`src/rtl/tsi_serial_responder.sv`:
```
// Serial-word responder: decodes CMD/ADDR/LEN header words from the host and drives a
// single-outstanding 32-bit memory port. ADDR_WIDTH 32..64; SERIAL_WIDTH must be 32.
module tsi_serial_responder #(
    parameter int ADDR_WIDTH   = 64,
    parameter int SERIAL_WIDTH = 32
) (
    input  logic                    clock,
    input  logic                    reset,
    input  logic                    serial_in_valid,
    output logic                    serial_in_ready,
    input  logic [SERIAL_WIDTH-1:0] serial_in_bits,
    output logic                    serial_out_valid,
    input  logic                    serial_out_ready,
    output logic [SERIAL_WIDTH-1:0] serial_out_bits,
    output logic                    mem_req_valid,
    input  logic                    mem_req_ready,
    output logic                    mem_req_write,
    output logic [ADDR_WIDTH-1:0]   mem_req_addr,
    output logic [31:0]             mem_req_data,
    input  logic                    mem_resp_valid,
    input  logic [31:0]             mem_resp_data,
    output logic                    busy,
    output logic                    bad_cmd
);
    typedef enum logic [3:0] {
        S_CMD, S_ADDR_LO, S_ADDR_HI, S_LEN_LO, S_LEN_HI,
        S_WDATA, S_WREQ, S_WACK, S_RREQ, S_RWAIT, S_RDATA
    } state_t;

    state_t                r_state;
    state_t                w_state_nxt;
    logic                  r_in_ready;
    logic                  r_out_valid;
    logic                  r_req_valid;
    logic                  r_req_write;
    logic                  r_busy;
    logic                  r_bad_cmd;
    logic                  r_is_wr;
    logic                  r_is_rd;
    logic [ADDR_WIDTH-1:0] r_addr;
    logic [63:0]           r_cnt;
    logic [31:0]           r_wdata;
    logic [31:0]           r_rdata;

    logic w_in_fire;
    logic w_out_fire;
    logic w_req_fire;
    logic w_last;
    logic w_cmd_wr;
    logic w_cmd_rd;

    // Handshakes use the registered flags, which always mirror the current state.
    assign w_in_fire  = serial_in_valid & r_in_ready;
    assign w_out_fire = r_out_valid & serial_out_ready;
    assign w_req_fire = r_req_valid & mem_req_ready;
    assign w_last     = (r_cnt == 64'd0);
    assign w_cmd_wr   = (serial_in_bits == SERIAL_WIDTH'(1));
    assign w_cmd_rd   = (serial_in_bits == '0);

    always_comb begin
        w_state_nxt = r_state;
        case (r_state)
            S_CMD:     if (w_in_fire) w_state_nxt = S_ADDR_LO;
            S_ADDR_LO: if (w_in_fire) w_state_nxt = S_ADDR_HI;
            S_ADDR_HI: if (w_in_fire) w_state_nxt = S_LEN_LO;
            S_LEN_LO:  if (w_in_fire) w_state_nxt = S_LEN_HI;
            S_LEN_HI:  if (w_in_fire) w_state_nxt = r_is_wr ? S_WDATA : (r_is_rd ? S_RREQ : S_CMD);
            S_WDATA:   if (w_in_fire) w_state_nxt = S_WREQ;
            S_WREQ:    if (w_req_fire) w_state_nxt = S_WACK;
            S_WACK:    if (mem_resp_valid) w_state_nxt = w_last ? S_CMD : S_WDATA;
            S_RREQ:    if (w_req_fire) w_state_nxt = S_RWAIT;
            S_RWAIT:   if (mem_resp_valid) w_state_nxt = S_RDATA;
            S_RDATA:   if (w_out_fire) w_state_nxt = w_last ? S_CMD : S_RREQ;
            default:   w_state_nxt = S_CMD;
        endcase
    end

    always_ff @(posedge clock or posedge reset) begin
        if (reset) begin
            r_state     <= S_CMD;
            r_in_ready  <= 1'b0;
            r_out_valid <= 1'b0;
            r_req_valid <= 1'b0;
            r_req_write <= 1'b0;
            r_busy      <= 1'b0;
            r_bad_cmd   <= 1'b0;
            r_is_wr     <= 1'b0;
            r_is_rd     <= 1'b0;
            r_addr      <= '0;
            r_cnt       <= '0;
            r_wdata     <= '0;
            r_rdata     <= '0;
        end else begin
            r_state     <= w_state_nxt;
            // Output flags are decoded from the next state so they land with it.
            r_in_ready  <= w_state_nxt inside {S_CMD, S_ADDR_LO, S_ADDR_HI, S_LEN_LO, S_LEN_HI, S_WDATA};
            r_out_valid <= (w_state_nxt == S_RDATA);
            r_req_valid <= w_state_nxt inside {S_WREQ, S_RREQ};
            r_req_write <= (w_state_nxt == S_WREQ);
            r_busy      <= (w_state_nxt != S_CMD);
            r_bad_cmd   <= (r_state == S_LEN_HI) && w_in_fire && !r_is_wr && !r_is_rd;
            case (r_state)
                S_CMD: if (w_in_fire) begin
                    r_is_wr <= w_cmd_wr;
                    r_is_rd <= w_cmd_rd;
                end
                S_ADDR_LO: if (w_in_fire) r_addr[31:0] <= serial_in_bits;
                S_ADDR_HI: if (w_in_fire) r_addr <= ADDR_WIDTH'({serial_in_bits, r_addr[31:0]});
                S_LEN_LO:  if (w_in_fire) r_cnt[31:0] <= serial_in_bits;
                S_LEN_HI:  if (w_in_fire) r_cnt[63:32] <= serial_in_bits;
                S_WDATA:   if (w_in_fire) r_wdata <= serial_in_bits;
                S_WACK: if (mem_resp_valid) begin
                    r_addr <= r_addr + ADDR_WIDTH'(4);
                    if (!w_last) r_cnt <= r_cnt - 64'd1;
                end
                S_RWAIT: if (mem_resp_valid) begin
                    r_rdata <= mem_resp_data;
                    r_addr  <= r_addr + ADDR_WIDTH'(4);
                end
                // The count is held at zero on the last word, so LEN of all-ones never wraps.
                S_RDATA: if (w_out_fire && !w_last) r_cnt <= r_cnt - 64'd1;
                default: ;
            endcase
        end
    end

    assign serial_in_ready  = r_in_ready;
    assign serial_out_valid = r_out_valid;
    assign serial_out_bits  = r_rdata;
    assign mem_req_valid    = r_req_valid;
    assign mem_req_write    = r_req_write;
    assign mem_req_addr     = r_addr;
    assign mem_req_data     = r_wdata;
    assign busy             = r_busy;
    assign bad_cmd          = r_bad_cmd;
endmodule

```
`config.mk`:
```
export PLATFORM = sky130hd
export DESIGN_NAME = tsi_serial_responder
export DESIGN_NICKNAME = d
export VERILOG_FILES = /design/src/rtl/tsi_serial_responder.sv
export SDC_FILE = /design/constraint.sdc
export NUM_CORES = 1
export LEC_CHECK = 0
export BUFFER_PORTS_ARGS = -buffer_cell sky130_fd_sc_hd__buf_2
export CAP_MARGIN = 5
export CORE_MARGIN = 3
export CORE_UTILIZATION = 57
export DETAILED_ROUTE_END_ITERATION = 7
export PLACE_DENSITY = 0.81
export SLEW_MARGIN = 5
export SYNTH_ARGS = -nofsm -noshare
export SYNTH_HDL_FRONTEND = slang
export SYNTH_SLANG_ARGS = --single-unit
```
`constraint.sdc`:
```
create_clock -name clock -period 7.8 [get_ports clock]
set_clock_uncertainty 0.1 [all_clocks]
set_input_delay 0.39 -clock clock [delete_from_list [all_inputs] [get_ports clock]]
set_output_delay 0.39 -clock clock [all_outputs]
set_load 0.05 [all_outputs]
```
==> results.yml <==
yosys:
  synth_edf_count: 0
  synthCells: 1250
  ys_top_cells_by_area: "dfrtp_1, mux2_2, a21oi_1"
  yosysTopAreaCellShare_pct: 45.9
  syn_avg_cell_area_um2: 8.89
  synth_largest_area_cell: "dfrtp_1"
  syn_area_um2: 11100
  yosysSeqAreaShare_pct: 45.9
  ys_warn_count: 0
  async_flop_share_pct: 100
  ys.flop_type: "dfrtp_1"
  ys_types: 61
  synthesis.nets: 1322
  synth-seq-cells: 204
floorplan:
  die_h_um: 146
  pin_count: 204
  rows: 50
  start_util_pct: 58.6
  core_area_um2: 19000
  die_area_um2: 21200
  die_x_um: 146
sta:
  hold_viol: 63
  max_freq_mhz: 237
  fin_crit_sh_pct: 54.0
  setup_viol: 0
  fin_ws_ns: 3.59
  rsz0062_at_grt: "false"
  tightest_slew_ns: 1.16
  maxSlewViolCount: 0
  maxSlewHeadroom_pct: 22.4
  fin_setup_tns_ns: 0
  whs_ns: -0.0403
  period_needed_ns: 4.21
grt:
  antenna_found_initial: 0
  grt_pass1_vias: 10942
  overflow: 0
  grt_max_degree: 134
  grt_first_pass_wirelength_um: 60600
  grt.total_usage_pct: 35.0
drt:
  wl_per_cell_um: 22.1
  wirelength_um: 38100
  via_per_inst: 6.64
  first_pass_iters: 6
  antenna_left: 0
  drcViolationCount: 0
  via_count: 11441
  drt_iter0_markers: 1330
critical_path:
  critPathKind: "reg -> reg"
  worstPathArrival_ns: 4.56
  crit_slowest_cell: "o21ai_2"
  path_cells: "inv_1 > ha_1 > nor4b_1 > nand2_1 > nor4_1 > nand3_1 > o21ai_2 > o21ai_0 > o21ai_0"
  start_kind: "flip-flop"
  crit_path_max_fanout: 30
  crit_required_ns: 8.14
  crit_top_cell: "o21ai_0"
  end_kind: "flip-flop"
  slowest_delay_ns: 1.01
clock_tree:
  cts_tree: "yes"
  hold_buffers: 29
  cts_setup_buffers: 0
  cts_sinks: 204
  insertion_delay_ns: 0.54
  clkTransAtPathRegs_ns: 0.07
  h-tree-depth: 1
  post_cts_resized: 0
  clk_path_buf_depth: 3
  cts_buffers: 24
  root_buffer: "clkbuf_16"
final_layout:
  nFillCells: 1479
  final_nets: 1516
  utilization_pct: 70.9
  insertedDiodeCount: 0
  area.growth.synth_to_final_pct: 21.0
  instances_no_fill: 1722
  final_common_cell: "dfrtp_1"
  drive_gt1_share_pct: 23.4
  final_cell_mix: "dfrtp_1, buf_2, a21oi_1"
run:
  drv_cap: 0
placed_design:
  routabilityCongestion: 0.957
  post-place-ws_ns: 3.85
  port_buffers: 203
  dp_hpwl_um: 25000
  placed_cells: 1649
run_status:
  failed_checks: "hold timing"
  outcome: "finished with violations"
power:
  power_density_nw_per_um2: 410
  ir_worst_vdd_v: 0.000255
  leakage_uw: 0.00585
min_path:
  hp-class: "in -> async"
-- worst max-delay path, delay by kind of cell (launching register included) --
kind,cells,cell delay [ns]
simple gates,4,1.90
compound gates,3,1.41
flops,1,0.40
fa+ha+maj,1,0.21
buf+inv,1,0.09
-- synthesized netlist by cell type, types with 25 or more instances --
cell / number
nor3_1: 41
nand3_1: 45
dfrtp_1: 204
clkbuf_1: 74
nand2_1: 109
o22ai_1: 27
a31oi_1: 33
nor2_1: 126
a21oi_1: 134
o21ai_0: 106
nor4_1: 25
mux2_2: 66
-- layer usage --
layer / vias up / routed length [um] / share of wire (%) / global-route usage [%]
met5: - / 0 / 0 / 0
met3: 134 / 4150 / 11 / 8.19
li1: 5099 / - / - / -
met2: 749 / 17000 / 45 / 54.0
met4: 0 / 1900 / 5.0 / 15.0
met1: 5459 / 15100 / 40 / 47.7
-- state kept, by name (all words and copies together), names as in the netlist --
register / flops
mem_req_addr: 64
r_cnt: 64
mem_req_data: 32
serial_out_bits: 32
r_state: 4
bad_cmd: 1
busy: 1
mem_req_valid: 1
mem_req_write: 1
r_is_rd: 1
r_is_wr: 1
serial_in_ready: 1
serial_out_valid: 1
-- area by class of cell --
class,count,area (um2),area share [%]
Timing Repair Buffer,246,1410,10.5
Inverter,16,67.6,0.502
Tap cell,260,325,2.42
Multi-Input combinational cell,952,5700,42.4
Clock buffer,28,626,4.65
Clock inverter,16,214,1.59
Sequential cell,204,5100,38.0
-- worst paths after layout --
check	start	endpoint	slack, ns	cells after the start
worst max-delay path	r_cnt[0]	r_cnt[15]	3.59	9
worst min-delay path	reset	serial_out_bits[7]	-0.04	2
worst max register to register	r_cnt[0]	r_cnt[15]	3.59	9
worst min register to register	mem_req_data[29]	mem_req_data[29]	0.40	1
max in group asynchronous	reset	mem_req_addr[52]	6.12	3
min in group clock	mem_resp_data[21]	serial_out_bits[21]	0.02	2
-- through the flow --
stage	total power (uW)	cell area, um2
after floorplan	3620	11100
after global placement	4200	12300
after detailed placement	4260	12300
after CTS	5480	13400
after global routing	5790	13400
final	5510	13400
-- cell families (layout without fill, tap and decap cells) --
family | Yosys count | count (layout) | synth area share [%]
AND/OR/NAND/NOR | 459 | 459 | 20.4
flip-flops | 204 | 204 | 45.9
multiplexers | 71 | 71 | 7.14
buffers and inverters | 94 | 306 | 3.19
AO/OA/AOI/OAI | 420 | 420 | 23.1
adder cells (fa/ha/maj) | 2 | 2 | 0.225
-- report_power, final --
group	internal, uW	switching (uW)
combinational	683	1680
clock	714	481
sequential	1460	482
No activity file was read; power rests on OpenSTA's default activity.
